[src/rtl/x2821_pkg.sv]
// Shared defaults and qualifier state encoding for the input-conditioning blocks.
package x2821_pkg;

    localparam int DEBOUNCE_STABLE_DEF = 16;
    localparam int SYNC_STAGES_DEF     = 2;

    typedef enum logic {
        IDLE = 1'b0,
        QUAL = 1'b1
    } dbs_state_t;

endpackage

[src/rtl/sync_ff.sv]
// N-flop level synchronizer with asynchronous active-low reset to RST_VAL.
module sync_ff #(
    parameter int   N       = 2,
    parameter logic RST_VAL = 1'b0
) (
    input  logic clk_i,
    input  logic rst_ni,
    input  logic d_i,
    output logic q_o
);

    logic [N-1:0] chain_q;

    always_ff @(posedge clk_i or negedge rst_ni) begin
        if (!rst_ni) begin
            chain_q <= {N{RST_VAL}};
        end else begin
            chain_q <= {chain_q[N-2:0], d_i};
        end
    end

    assign q_o = chain_q[N-1];

endmodule

[src/rtl/sw_debounce.sv]
// Switch/line debouncer: synchronizer, tick-qualified stability counter, edge strobes.
// Optional bounce counter enabled with `define SWDB_BOUNCE_CNT_EN.
module sw_debounce
    import x2821_pkg::*;
#(
    parameter int   SYNC_STAGES = SYNC_STAGES_DEF,
    parameter int   STABLE      = DEBOUNCE_STABLE_DEF,
    parameter logic INIT        = 1'b0,
    parameter int   BCNT_W      = 8
) (
    input  logic              i_clk,
    input  logic              i_reset_n,
    input  logic              i_raw,
    input  logic              i_tick,
`ifdef SWDB_BOUNCE_CNT_EN
    input  logic              i_bounce_clr,
    output logic [BCNT_W-1:0] o_bounces,
`endif
    output logic              o_level,
    output logic              o_rise,
    output logic              o_fall
);

    localparam int             CW   = $clog2(STABLE + 1);
    localparam logic [CW-1:0]  LAST = CW'(STABLE - 1);

    generate
        if (SYNC_STAGES < 2 || STABLE < 1 || BCNT_W < 1) begin : g_bad_param
            $error("sw_debounce: illegal parameters (SYNC_STAGES >= 2, STABLE >= 1 required)");
        end
    endgenerate

    logic          s;
    logic          differ;
    dbs_state_t    state_q;
    logic [CW-1:0] cnt_q;
    logic          level_q;
    logic          rise_q;
    logic          fall_q;

    sync_ff #(
        .N       (SYNC_STAGES),
        .RST_VAL (INIT)
    ) u_sync (
        .clk_i  (i_clk),
        .rst_ni (i_reset_n),
        .d_i    (i_raw),
        .q_o    (s)
    );

    assign differ = (s != level_q);

    // A QUAL abort happens on any edge where the synchronized input falls back to the held level.
    always_ff @(posedge i_clk or negedge i_reset_n) begin
        if (!i_reset_n) begin
            state_q <= IDLE;
            cnt_q   <= '0;
            level_q <= INIT;
            rise_q  <= 1'b0;
            fall_q  <= 1'b0;
        end else begin
            rise_q <= 1'b0;
            fall_q <= 1'b0;
            case (state_q)
                IDLE: begin
                    if (differ) begin
                        if (STABLE == 1 && i_tick) begin
                            level_q <= s;
                            rise_q  <= s;
                            fall_q  <= ~s;
                        end else begin
                            state_q <= QUAL;
                            cnt_q   <= i_tick ? CW'(1) : '0;
                        end
                    end else begin
                        cnt_q <= '0;
                    end
                end
                QUAL: begin
                    if (!differ) begin
                        state_q <= IDLE;
                        cnt_q   <= '0;
                    end else if (i_tick) begin
                        if (cnt_q == LAST) begin
                            level_q <= s;
                            rise_q  <= s;
                            fall_q  <= ~s;
                            state_q <= IDLE;
                            cnt_q   <= '0;
                        end else begin
                            cnt_q <= cnt_q + CW'(1);
                        end
                    end
                end
                default: begin
                    state_q <= IDLE;
                    cnt_q   <= '0;
                end
            endcase
        end
    end

`ifdef SWDB_BOUNCE_CNT_EN
    logic              abort;
    logic [BCNT_W-1:0] bcnt_q;

    assign abort = (state_q == QUAL) && !differ;

    always_ff @(posedge i_clk or negedge i_reset_n) begin
        if (!i_reset_n) begin
            bcnt_q <= '0;
        end else if (i_bounce_clr) begin
            bcnt_q <= '0;
        end else if (abort && (bcnt_q != {BCNT_W{1'b1}})) begin
            bcnt_q <= bcnt_q + BCNT_W'(1);
        end
    end

    assign o_bounces = bcnt_q;
`endif

    assign o_level = level_q;
    assign o_rise  = rise_q;
    assign o_fall  = fall_q;

endmodule

[config.mk]
export PLATFORM = sky130hd
export DESIGN_NAME = sw_debounce
export DESIGN_NICKNAME = d
export VERILOG_FILES = /design/src/rtl/x2821_pkg.sv /design/src/rtl/sync_ff.sv /design/src/rtl/sw_debounce.sv
export SDC_FILE = /design/constraint.sdc
export NUM_CORES = 1
export LEC_CHECK = 0
export CORE_AREA = 2 2 39 41
export DETAILED_ROUTE_END_ITERATION = 10
export DIE_AREA = 0 0 41 43
export SKIP_LAST_GASP = 1
export SYNTH_ARGS = -nofsm -noshare
export SYNTH_HDL_FRONTEND = slang
export SYNTH_SLANG_ARGS = --single-unit
[constraint.sdc]
create_clock -name i_clk -period 1.4 [get_ports i_clk]
set_input_delay 0.14 -clock i_clk [delete_from_list [all_inputs] [get_ports i_clk]]
set_output_delay 0.14 -clock i_clk [all_outputs]
set_load 0.05 [all_outputs]
==> key figures <==
Clock tree
  • Max Root-Sink Buffers: 2
  • # Post-CTS Setup Buffers: 0
  • Clock latency on the worst-skew pair: 280 ps
  • CTS Hold Bufs: 0
  • Clk sinks: 11
  • Clock H-tree levels: 1
  • Root buf cell: clkbuf_4
  • TritonCTS Buffers: 3
  • CTS tree: yes
  • Clock transition at path regs: 80 ps

GRT
  • Vias in the first global route: 318
  • Initial antenna violation count: 0
  • Largest net degree at the start of global routing: 12
  • M2 GR Usage: 0.131
  • First-pass GRT wire length: 1.25 mm
  • Met1 Use GR: 0.153
  • Gr ovfl total: 0
  • Gr usage total: 0.111
  • M3 GR Usage: 0.0471
  • GR peak layer: met1

Final layout
  • Layout fillers: 133
  • Area Overhead vs Synth: 34.5%
  • Cell Count, Final, Fillers Out: 70
  • Seq. cell area: 275 sq um
  • Layout cells sized above 1: 0.370
  • Antenna cells: 0
  • Multi-input gate area: 223 sq um
  • Final #Nets: 60
  • Final Cell Area: 648 sq um

Floorplan
  • IO Pins: 7
  • Die area: 1760 sq um
  • Core area: 1380 sq um
  • Die width: 41 microns
  • Die Height: 43 microns
  • Rows: 14
  • Starting density of the core: 0.348

Worst setup path
  • Maximum net fanout on the critical path: 3
  • Crit path kind: reg2reg
  • Arr. time, crit path: 1490 ps
  • R2R cell count: 4
  • Worst EP required: 1560 ps
  • CP startpoint kind: flop
  • CP Capture Type: flop

Place
  • Detailed placement HPWL: 558 microns
  • Area of placed instances: 604 sq um
  • IO Port Bufs: 6
  • GPL Wtd Cong: 0.729
  • Post-Place Cells: 66
  • DP Worst Slack: -156 ps

STA
  • Setup TNS: 0 ps
  • Worst clock skew: 2.70 ps
  • Final worst-path cycle share: 0.943
  • Final hold violations: 0
  • Final setup vio count: 0
  • Fmax: 757 MHz
  • Post-route setup slack: 79.1 ps
  • Max transition margin: 0.677
  • Final Slew Violations: 0
  • Worst-Margin Slew: 483 ps
  • Final Critical Period: 1320 ps
  • RSZ-0062 raised after global routing: yes

Job
  • Max-Cap Viols: 0

Pwr
  • Pwr Total: 0.598 mW
  • Gate power share: 0.074
  • Net Sw Power: 0.143 mW
  • Switching share of power: 0.239
  • Reg power frac: 0.552
  • PwrDens: 923 nW/um^2
  • Worst VDD drop: 444 uV
  • Leakage: 0.280 nW
  • Pint: 0.456 mW
  • Clk pwr share: 0.374

Yosys
  • Area leader, netlist: dfrtp_1
  • Yosys cell types: 19
  • Synth area leaders: dfrtp_1 (57%), nor3b_2 (5.2%), nand2b_1 (3.9%), nand3_1 (3.1%), ha_1 (2.6%)
  • Post-synth top cells: dfrtp_1 (11), nand2_1 (3), nand2b_1 (3), nand3_1 (3), nor2_1 (3)
  • Synth Flop Type: dfrtp_1
  • Yosys warns: 0
  • EDFF count, synth: 0
  • Post-Syn Area: 482 sq um
  • Mapped Cells: 39
  • Synth async-reset ratio: 1.00
  • Avg Inst Size Synth: 12.4 sq um
  • Share of the synthesized area in the top cell type: 0.571
  • Syn_nets: 44
  • #FFs+latches synth: 11
  • Cell with the most instances after synthesis: dfrtp_1
  • Sequential share of the synthesized area: 0.571

Drt
  • Post-route DRC violation count: 0
  • Vias/cell: 4.81
  • WL final: 785 microns
  • Routed via count: 337
  • WL/cell: 11.2 microns
  • Total iterations of the first detailed-routing run: 3
  • Antenna-violating nets left: 0
  • 1st-iter DRT viols: 11

Min path
  • Worst hold path type: in2async

Run status
  • Run status: complete, no violations
through the flow:
stage	util	hold WS, ps
2_1_floorplan	-	-156
3_3_place_gp	0.437	333
3_5_place_dp	0.437	337
4_1_cts	0.460	206
5_1_grt	0.468	214
6_report	0.468	187
power by group through the flow:
stage               combinational (mW)  clock (mW)  sequential [mW]
floorplan                       0.0161           0            0.337
global placement                0.0435           0            0.337
detailed placement              0.0437           0            0.337
CTS                             0.0441       0.234            0.331
global route                    0.0483       0.251            0.332
finish                          0.0442       0.224            0.330
cell families (layout without fill, tap and decap cells):
logic type / after synthesis / count (layout) / share of synthesized area
AO/OA/AOI/OAI: 3 / 3 / 0.0338
XOR/XNOR: 2 / 2 / 0.0364
buffers and inverters: 0 / 15 / 0
adder cells (fa/ha/maj): 1 / 1 / 0.0260
flip-flops: 11 / 11 / 0.571
AND/OR/NAND/NOR: 20 / 20 / 0.286
multiplexers: 2 / 2 / 0.0467
worst paths after layout:
| check | startpoint | endpoint | slack [ps] |
|---|---|---|---|
| max in group asynchronous | i_reset_n | cnt_q[3] | 890 |
| min reg2reg | u_sync.chain_q[0] | u_sync.chain_q[1] | 350 |
| min in group i_clk | i_raw | u_sync.chain_q[0] | 300 |
| min | i_reset_n | cnt_q[0] | 190 |
| max reg2reg | cnt_q[0] | o_level | 80 |
| max | cnt_q[0] | o_level | 80 |
routing by layer:
layer,vias up,share of wire
li1,167,-
met1,159,0.51
met2,9,0.41
met3,2,0.055
met4,0,0.019
met5,-,0
sequential cells by signal (all words and copies together) (netlist names):
name / cells
state_q: 1
o_level: 1
cnt_q: 5
o_fall: 1
o_rise: 1
u_sync.chain_q: 2
repair_timing:
item / CTS / global route
endpoints found under the setup margin: 1 / 2
gates resized for setup: 1 / 2
pin swaps: 0 / 3
critical path, stage by stage (launching register included):
cell     delay, ps
dfrtp_1        360
ha_2           210
nand4_4         90
nor3b_2        220
mux2_1         330
cells in the final DEF (no fill, tap or decap), drive strengths merged:
cell type | synthesis | final
nand4b | 1 | 1
nand2b | 3 | 3
mux2 | 2 | 2
nand3b | 1 | 1
xnor2 | 1 | 1
dfrtp | 11 | 11
nand3 | 3 | 3
clkbuf | 0 | 3
xor2 | 1 | 1
clkinv | 0 | 1
or3b | 2 | 2
buf | 0 | 8
a21oi | 2 | 2
ha | 1 | 1
a31oi | 1 | 1
nand4 | 1 | 1
nor3b | 3 | 3
clkdlybuf4s50 | 0 | 3
nor2 | 3 | 3
nand2 | 3 | 3
final cells by class:
cell class | instances | share of cell area
timing repair buffer | 11 | 0.158
sequential | 11 | 0.425
clock inverter | 1 | 0.00772
clock buffer | 3 | 0.0347
tap | 16 | 0.0309
multi-input combinational | 28 | 0.344
No activity file was read; power rests on OpenSTA's default activity.
